===== src/rtl/rasterizer_pkg.sv =====
// rasterizer_pkg: shared coordinate and edge-value types for the rasterizer backend.
package rasterizer_pkg;
  localparam int DW = 12;
  localparam int EW = 2 * DW;
  typedef logic signed [DW-1:0] coord_t;
  typedef logic signed [EW-1:0] edge_t;
endpackage


===== src/rtl/rasterizer_backend_edge_walker.sv =====
// edge_walker: row and pixel accumulators for one edge function.
module edge_walker
  import rasterizer_pkg::*;
#(
  parameter int W = EW
) (
  input  logic                clk,
  input  logic                rst,
  input  logic                init,
  input  logic                step_x,
  input  logic                step_y,
  input  logic signed [W-1:0] init_val,
  input  logic signed [W-1:0] dx,
  input  logic signed [W-1:0] dy,
  output logic signed [W-1:0] val
);
  logic signed [W-1:0] row_q, pix_q;
  always_ff @(posedge clk or posedge rst)
    if (rst) begin
      row_q <= '0;
      pix_q <= '0;
    end else if (init) begin
      row_q <= init_val;
      pix_q <= init_val;
    end else if (step_y) begin
      row_q <= row_q + dy;
      pix_q <= row_q + dy;
    end else if (step_x) pix_q <= pix_q + dx;
  assign val = pix_q;
endmodule


===== src/rtl/rasterizer_backend.sv =====
// rasterizer_backend: walks a triangle's bounding box row-major and emits covered
// pixels with their edge values, one per cycle, under valid/ready backpressure.
module rasterizer_backend
  import rasterizer_pkg::*;
#(
  parameter int DATAWIDTH = DW
) (
  input  logic                          clk,
  input  logic                          rst,
  output logic                          ready,
  input  logic                          i_dv,
  input  logic signed [DATAWIDTH-1:0]   i_bb_tl [2],
  input  logic signed [DATAWIDTH-1:0]   i_bb_br [2],
  input  logic signed [2*DATAWIDTH-1:0] i_edge_val0,
  input  logic signed [2*DATAWIDTH-1:0] i_edge_val1,
  input  logic signed [2*DATAWIDTH-1:0] i_edge_val2,
  input  logic signed [DATAWIDTH-1:0]   i_edge_delta0 [2],
  input  logic signed [DATAWIDTH-1:0]   i_edge_delta1 [2],
  input  logic signed [DATAWIDTH-1:0]   i_edge_delta2 [2],
  input  logic [2*DATAWIDTH-1:0]        i_area_inv,
  output logic signed [DATAWIDTH-1:0]   o_x,
  output logic signed [DATAWIDTH-1:0]   o_y,
  output logic signed [2*DATAWIDTH-1:0] o_w0,
  output logic signed [2*DATAWIDTH-1:0] o_w1,
  output logic signed [2*DATAWIDTH-1:0] o_w2,
  output logic [2*DATAWIDTH-1:0]        o_area_inv,
  output logic                          o_dv,
  input  logic                          i_ready
);
  localparam int EDGEW = 2 * DATAWIDTH;
  typedef enum logic [1:0] {IDLE, INIT, WALK} state_t;
  state_t                     state_q;
  logic signed [DATAWIDTH-1:0] tl_q [2], br_q [2], dlt_q [3][2];
  logic signed [DATAWIDTH-1:0] x_q, y_q;
  logic signed [EDGEW-1:0]     ev_q [3], init_v [3], dx_e [3], dy_e [3], e_v [3];
  logic [EDGEW-1:0]            area_q;
  logic adv, empty, cov, walk_adv, last_x, last_y;
  assign ready    = state_q == IDLE;
  assign adv      = !o_dv || i_ready;
  assign empty    = tl_q[0] > br_q[0] || tl_q[1] > br_q[1];
  assign last_x   = x_q == br_q[0];
  assign last_y   = y_q == br_q[1];
  assign walk_adv = state_q == WALK && adv;
  assign cov      = !(e_v[0][EDGEW-1] | e_v[1][EDGEW-1] | e_v[2][EDGEW-1]);
  for (genvar k = 0; k < 3; k++) begin : g_edge
    assign dx_e[k]   = EDGEW'(dlt_q[k][0]);
    assign dy_e[k]   = EDGEW'(dlt_q[k][1]);
    assign init_v[k] = ev_q[k] + EDGEW'(tl_q[0]) * dx_e[k] + EDGEW'(tl_q[1]) * dy_e[k];
    edge_walker #(.W(EDGEW)) u_edge (
      .clk,
      .rst,
      .init    (state_q == INIT && !empty),
      .step_x  (walk_adv && !last_x),
      .step_y  (walk_adv && last_x && !last_y),
      .init_val(init_v[k]),
      .dx      (dx_e[k]),
      .dy      (dy_e[k]),
      .val     (e_v[k])
    );
  end
  // A pending pixel drains in any state, so a new triangle can be latched behind it.
  always_ff @(posedge clk or posedge rst)
    if (rst) begin
      state_q    <= IDLE;
      tl_q       <= '{default: '0};
      br_q       <= '{default: '0};
      dlt_q      <= '{default: '0};
      ev_q       <= '{default: '0};
      area_q     <= '0;
      x_q        <= '0;
      y_q        <= '0;
      o_x        <= '0;
      o_y        <= '0;
      o_w0       <= '0;
      o_w1       <= '0;
      o_w2       <= '0;
      o_area_inv <= '0;
      o_dv       <= 1'b0;
    end else begin
      if (o_dv && i_ready) o_dv <= 1'b0;
      case (state_q)
        IDLE:
          if (i_dv) begin
            tl_q     <= i_bb_tl;
            br_q     <= i_bb_br;
            ev_q     <= '{i_edge_val0, i_edge_val1, i_edge_val2};
            dlt_q[0] <= i_edge_delta0;
            dlt_q[1] <= i_edge_delta1;
            dlt_q[2] <= i_edge_delta2;
            area_q   <= i_area_inv;
            state_q  <= INIT;
          end
        INIT: begin
          x_q     <= tl_q[0];
          y_q     <= tl_q[1];
          state_q <= empty ? IDLE : WALK;
        end
        WALK:
          if (adv) begin
            o_dv <= cov;
            if (cov) begin
              o_x        <= x_q;
              o_y        <= y_q;
              o_w0       <= e_v[0];
              o_w1       <= e_v[1];
              o_w2       <= e_v[2];
              o_area_inv <= area_q;
            end
            if (last_x) begin
              x_q <= tl_q[0];
              y_q <= y_q + DATAWIDTH'(1);
              if (last_y) state_q <= IDLE;
            end else x_q <= x_q + DATAWIDTH'(1);
          end
        default: state_q <= IDLE;
      endcase
    end
endmodule


===== config.mk =====
export PLATFORM = sky130hd
export DESIGN_NAME = rasterizer_backend
export DESIGN_NICKNAME = d
export VERILOG_FILES = /design/src/rtl/rasterizer_pkg.sv /design/src/rtl/rasterizer_backend_edge_walker.sv /design/src/rtl/rasterizer_backend.sv
export SDC_FILE = /design/constraint.sdc
export NUM_CORES = 2
export LEC_CHECK = 0
export ABC_AREA = 1
export BUFFER_PORTS_ARGS = -buffer_cell sky130_fd_sc_hd__buf_4
export CORE_MARGIN = 2
export CORE_UTILIZATION = 60
export CTS_CLUSTER_SIZE = 30
export DETAILED_ROUTE_END_ITERATION = 8
export GPL_TIMING_DRIVEN = 0
export PLACE_DENSITY_LB_ADDON = 0.3
export SETUP_SLACK_MARGIN = 0.05
export SLEW_MARGIN = 5
export SYNTH_ARGS = -nofsm -noshare
export SYNTH_HDL_FRONTEND = slang
export SYNTH_SLANG_ARGS = --single-unit
export TNS_END_PERCENT = 1

===== constraint.sdc =====
create_clock -name clk -period 17.6 [get_ports clk]
set_input_delay 0.88 -clock clk [delete_from_list [all_inputs] [get_ports clk]]
set_output_delay 0.88 -clock clk [all_outputs]
set_load 0.01 [all_outputs]

== Word level (Yosys, flattened, before mapping) ==
Index checks and enable logic that the tools add are counted.

* Add/subtract/negate cells: 14
* Multiply operators: 6
* $lt $le $gt $ge: 2
* Equal/unequal tests: 8
* Multiplexer cells: 30
* Bitwise operators: 3
* Reductions and logical operators: 22

{| class="wikitable"
|+ Operators with widths
! cell !! number
|-
| $mux 24 || 15
|-
| $add 24x12->24 || 6
|-
| $add 24x24->24 || 6
|-
| $mul 12x12->24 || 6
|-
| $mux 12 || 4
|-
| $pmux 12 s2 || 2
|-
| $add 12x2->12 const B || 2
|-
| $eq 12x12->1 || 2
|-
| $gt 12x12->1 || 2
|-
| $mux 2 || 5
|-
| $logic_and 1x1->1 || 6
|-
| $ne 2x2->1 const B || 3
|-
| $pmux 2 s3 || 1
|-
| $reduce_and 3->1 || 2
|-
| $logic_not 1->1 || 5
|-
| $reduce_and 2->1 || 2
|-
| $reduce_and 4->1 || 1
|-
| $reduce_bool 2->1 || 2
|-
| $mux 1 || 3
|-
| $reduce_bool 3->1 || 1
|-
| $eq 2x1->1 const B || 1
|-
| $eq 2x2->1 const B || 1
|-
| $logic_not 2->1 || 1
|-
| $logic_or 1x1->1 || 2
|-
| other kinds (3) || 4
|}

* Register bits: 507
* Input bits: 220

== Depth between registers and ports, before layout ==
* Word-level depth: 7
* Mapped depth: 36
* Mapped depth without buffers: 34

== Modules after synthesis ==
A second synthesis with hierarchy kept.

* Cell total of the unflattened synthesis: 9235
* Area total of the unflattened synthesis: 68273.0 um^2

{| class="wikitable"
|+ Modules (own cells, without submodules)
! module !! times used !! cells an instance !! area each (um^2)
|-
| rasterizer_backend || 1 || 6298 || 51622.0
|-
| edge_walker || 3 || 979 || 5550.3
|}

== Worst setup path before layout ==
No wires, ideal clock.

* Path type: reg-to-reg
* Start: register tl_q[23] in the netlist's numbering
* End: register g_edge[1].u_edge.pix_q[23]
* Setup time: 117 ps
* Arrival: 6348 ps
* Data required time: 17483 ps
* Slack: 11135 ps
* Cell stages (with the launch flop): 27
* Buffers on the path: 2
* Clock period less this slack: 6465 ps
* Cell sequence: dfrtp_1 clkbuf_1 clkbuf_1 nand2_1 fa_1 fa_1 fa_1 inv_1 fa_1 inv_1 fa_1 inv_1 fa_1 inv_1 fa_1 inv_1 ha_1 inv_1 nor3_1 nand2_1 or2_2 nand3_1 nand3_1 nand3_1 nand2_1 nand2_1 nand2_1

* Cells in the longest elaborated chain, start to end: 5
* Elaborated cells on any way between the ends: 9
* Those cells by class: 2 x add/sub; 1 x mul; 1 x order compare; 1 x mux; 4 x reduce/logical

{| class="wikitable"
|+ RTL lines
! what !! line !! source
|-
| start, declared || rasterizer_backend.sv:33 || <nowiki>logic signed [DATAWIDTH-1:0] tl_q [2], br_q [2], dlt_q [3][2];</nowiki>
|-
| start signal, assigned || rasterizer_backend.sv:84 || <nowiki>tl_q <= i_bb_tl;</nowiki>
|-
| branches (longest 5 deep; another with $mul 12x12->24) || -- ||
|-
| end signal, assigned || rasterizer_backend_edge_walker.sv:24 || <nowiki>pix_q <= init_val;</nowiki>
|-
| end signal, assigned || rasterizer_backend_edge_walker.sv:27 || <nowiki>pix_q <= row_q + dy;</nowiki>
|-
| end signal, assigned || rasterizer_backend_edge_walker.sv:28 || <nowiki>end else if (step_x) pix_q <= pix_q + dx;</nowiki>
|-
| end, declared || rasterizer_backend_edge_walker.sv:17 || <nowiki>logic signed [W-1:0] row_q, pix_q;</nowiki>
|}

Several ways; the timed one is not identified.
A chain may end at the register's enable or synchronous reset.

== Worst setup path in the final report ==
* Start: register tl_q[11] in the netlist's numbering
* End: register g_edge[0].u_edge.pix_q[21]

* Cells in the longest elaborated chain, start to end: 5
* Elaborated cells on any way between the ends: 8
* Those cells by class: 1 x add/sub; 1 x mul; 1 x order compare; 1 x mux; 4 x reduce/logical

{| class="wikitable"
|+ RTL lines
! what !! line
|-
| branches (longest 5 deep; another with $mul 12x12->24) || --
|-
| end signal, assigned || rasterizer_backend_edge_walker.sv:24
|-
| end signal, assigned || rasterizer_backend_edge_walker.sv:27
|-
| end signal, assigned || rasterizer_backend_edge_walker.sv:28
|-
| end, declared || rasterizer_backend_edge_walker.sv:17
|}

Several ways; the timed one is not identified.

==> results_tabular.tex <==
\begin{tabular}{lr}
\hline
Metric & Value \\
\hline
\multicolumn{2}{l}{\textbf{Status}} \\
Result of the run & finished clean \\
\multicolumn{2}{l}{\textbf{Worst setup path}} \\
Startpoint of the most critical setup path & tl\_q[11] \\
Worst reg2reg path depth & 29 \\
Arrival time at the worst endpoint & roughly 10 ns \\
Crit. End Element & flip-flop \\
Worst setup path end & g\_edge[0].u\_edge.val[21] \\
Critical Setup Path Class & flip-flop to flip-flop \\
Crit Reg-Reg Startpoint & tl\_q[11] \\
Worst stage delay on the critical path & 1.04 ns \\
Minimum setup slack among reg-to-reg paths & 8.09 ns \\
Top fanout value on the critical path & 10 \\
Required @ worst endpoint & 18.24 ns \\
Cell with the biggest individual delay on the critical path & sky130\_fd\_sc\_hd\_\_clkbuf\_1 \\
Type of element launching the critical path & flip-flop \\
Most used cell, CP & sky130\_fd\_sc\_hd\_\_nand2\_1 \\
Reg-to-reg endpoint & g\_edge[0].u\_edge.val[21] \\
\multicolumn{2}{l}{\textbf{Logic synthesis}} \\
Simple-gate area share of the yosys netlist & 0.2020 \\
Portion of netlist area occupied by mux cells & 0 \\
Seq cells post-synth & 507 \\
Share of the synthesized area in the top cell type & 0.3021 \\
Gate Count Post-Synth & 8621 \\
Post-synthesis instance area & 0.06659 mm\^{}2 \\
Share of the synthesized area in compound gates (AO/OA/AOI/OAI) & 0.06796 \\
Fraction of synthesized cell area in xor and xnor cells & 0.02354 \\
Dominant synthesized flop cell & sky130\_fd\_sc\_hd\_\_dfrtp\_1 \\
Combinational family with the most area after synthesis & adder cells \\
Cell taking the most area after synthesis & sky130\_fd\_sc\_hd\_\_fa\_1 \\
Number of distinct standard cells referenced by the synthesized netlist & just over 50 \\
Sequential fraction of the synthesis area & 0.1905 \\
Post-synthesis net count & 10300 \\
Warning count from the yosys run & 0 \\
Proportion of synthesized flip-flops having asynchronous set or reset & 1.000 \\
Cell types occupying the most area after synthesis & sky130\_fd\_sc\_hd\_\_fa\_1 30\%, sky130\_fd\_sc\_hd\_\_dfrtp\_1 19\%, sky130\_fd\_sc\_hd\_\_nand2\_1 15\% \\
Number of flops mapped to enable cells by yosys & 0 \\
Area share of fa/ha/maj cells after synthesis & 0.3876 \\
Post-synthesis area per instance & 7.724 um\^{}2 \\
\multicolumn{2}{l}{\textbf{Global route}} \\
Wire length of the first global-routing pass & approximately 380 mm \\
Remaining global-route overflow & 0 \\
GRT Overall Usage & 0.4599 \\
Antenna violations before repair & 13 \\
Number of global-route vias before repair & 61670 \\
Maximum number of pins on one net before global-route repair & 120 \\
\multicolumn{2}{l}{\textbf{Place}} \\
Cell area after placement & 0.07113 mm\^{}2 \\
Number of port buffers & around 340 \\
Number of cells after detailed placement & 10450 \\
Final estimated routing congestion in global placement & between 1 and 1.5 \\
Post-Place Setup Slack & a little over 8 ns \\
Final HPWL DP & between 200 and 250 mm \\
\multicolumn{2}{l}{\textbf{Timing}} \\
Final critical path time including I/O delays and setup & approximately 9.5 ns \\
Final-layout worst hold slack & between 0.3 and 0.4 ns \\
Max-slew violation total from the final report & 0 \\
Setup Skew & $\sim$0.046 ns \\
Final Hold Fails & 0 \\
Final WS setup & roughly 8.1 ns \\
Max Clk Rate & between 100 and 150 MHz \\
Unrepaired setup endpoints after global routing & false \\
Slew at the pin closest to its max-slew limit & about 1.4 ns \\
Total setup violations reported at the end of the flow & 0 \\
Part of the cycle the worst path needs & 0.5404 \\
Worst slew margin & 0.04422 \\
Aggregate negative setup slack & 0 ns \\
\multicolumn{2}{l}{\textbf{Cells and area}} \\
Multi-input gate area in the final layout & roughly 0.045 mm\^{}2 \\
Most used cells in the layout excluding fill and tap cells & 2609 x sky130\_fd\_sc\_hd\_\_nand2\_1, 1918 x sky130\_fd\_sc\_hd\_\_inv\_1, 1005 x sky130\_fd\_sc\_hd\_\_fa\_1 \\
Post-route standard cell area excluding fillers & approximately 0.073 mm\^{}2 \\
Area growth from synthesis to layout & 10.16\% \\
Final core utilization & 0.6646 \\
Most frequent standard cell in the layout excluding fill and tap cells & sky130\_fd\_sc\_hd\_\_nand2\_1 \\
Area taken by flip-flops and latches & around 0.013 mm\^{}2 \\
Filler cell count & just over 9000 \\
Net total in the final layout & approximately 11000 \\
Fraction of layout cells with a size suffix above 1 & 0.06244 \\
Post-route non-filler standard cell count & roughly 11000 \\
\multicolumn{2}{l}{\textbf{Clock tree}} \\
CTS tree & built \\
Clk sinks & $\sim$510 \\
CTS H-Tree Depth & 2 \\
Quantity of hold-fixing buffers added after cts & 0 \\
Clock transition at the register clock pins on the worst setup and hold paths after CTS & 0.07 ns \\
TritonCTS Buffers & a little over 60 \\
Cell at the root of the clock tree & sky130\_fd\_sc\_hd\_\_clkbuf\_16 \\
Maximum buffer depth of the clock tree & 3 \\
Number of instances resized during post-cts repair & 0 \\
Insertion delay of the later-clocked pin in the worst-skew pair & 0.71 ns \\
Setup Buffers After CTS & 0 \\
\multicolumn{2}{l}{\textbf{Route}} \\
Antenna-violating nets left & 0 \\
1st-iter DRT viols & $\sim$6200 \\
Pre-antenna DRT Iters & 8 \\
Routed vias & 60270 \\
Total routed wirelength & about 260 mm \\
Detailed-route vias per instance & roughly 5.7 \\
Remaining DRCs & 0 \\
Detail-routed net length per standard cell & roughly 24 um \\
\multicolumn{2}{l}{\textbf{Floorplan}} \\
Top-level port count & 342 \\
Starting density of the core & 0.6034 \\
Die height & 337.1 um \\
Floorplan die area & 0.1137 mm\^{}2 \\
Width of the die & approximately 340 um \\
Core Footprint & between 0.1 and 0.15 mm\^{}2 \\
Number of placement rows & 122 \\
\multicolumn{2}{l}{\textbf{Power and ir drop}} \\
Total power of the final layout & 4.687 mW \\
Maximum resistive drop on vdd & roughly 0.11 mV \\
Cell Pwr Density & 63.90 mW/mm\^{}2 \\
P\_leak & roughly 41 nW \\
\multicolumn{2}{l}{\textbf{Job}} \\
MaxCap Viol Count & 0 \\
\multicolumn{2}{l}{\textbf{Min path}} \\
Hold Path Class & input pin to async pin \\
\hline
\end{tabular}
-- routing by layer --
layer / track usage / routed length [um]
met1: 0.5676 / 93150
met5: 0 / 81
met4: 0.3269 / 22440
met2: 0.6822 / 108200
met3: 0.1502 / 32480
-- registers in the layout, indices dropped and copies added (netlist names), 72 cells and up --
name / flops
g_edge.u_edge.row_q: 72
ev_q: 72
g_edge.u_edge.val: 72
dlt_q: 72
-- how the worst min path moves through the flow --
| stage | from | end | slack [ns] |
|---|---|---|---|
| detailed placement | o_w0[19] | o_w0[19] | 0.47 |
| global route | i_edge_delta1[8] | dlt_q[32] | 0.37 |
| floorplan | g_edge[1].u_edge.row_q[16] | g_edge[1].u_edge.row_q[16] | 0.45 |
| CTS | i_edge_val1[16] | ev_q[40] | 0.34 |
| global placement | g_edge[2].u_edge.row_q[0] | g_edge[2].u_edge.row_q[0] | 0.46 |
| finish | rst | o_w1[17] | 0.34 |
-- power by group --
part / total (mW) / leakage, nW / switching (mW) / internal [mW]
Clock: 1.40 / 1.06 / 0.603 / 0.800
Combinational: 1.67 / 34.3 / 1.04 / 0.634
Sequential: 1.61 / 5.89 / 0.220 / 1.39
-- layout make-up --
class                   count  share of cell area
clock inverters            41            0.007164
repair buffers            345             0.03640
well taps                1488             0.02538
clock buffers              74             0.02270
inverters                1938             0.09927
diodes                      8           0.0002729
flip-flops and latches    507              0.1730
multi-input cells        5870              0.6184
plain buffers             306             0.01748
-- synthesized netlist by cell type, drive strengths merged, types with 6 or more instances --
library cell / number
or2: 38
a31oi: 76
nor2: 377
a21oi: 271
a21o: 10
fa: 1005
clkbuf: 228
nor4: 14
o21ai: 411
o21a: 6
xor2: 114
buf: 78
nand2: 2612
o211ai: 11
ha: 455
xnor2: 65
inv: 1933
nand4: 56
nand3: 230
nand3b: 18
a211oi: 8
dfrtp: 507
o21bai: 24
nor3: 39
-- critical path: cells and delay by family (launching register included) --
family / cells / cell delay (ns)
buf+inv: 8 / 2.40
simple gates: 12 / 1.96
xor+xnor: 1 / 0.32
flops: 1 / 0.58
fa+ha+maj: 8 / 4.17
-- kinds of logic after synthesis --
group | after synthesis
XOR/XNOR | 179
buffers and inverters | 2244
adder cells (fa/ha/maj) | 1460
AND/OR/NAND/NOR | 3390
flip-flops | 507
AO/OA/AOI/OAI | 841
(Power assumes the default switching activity.)
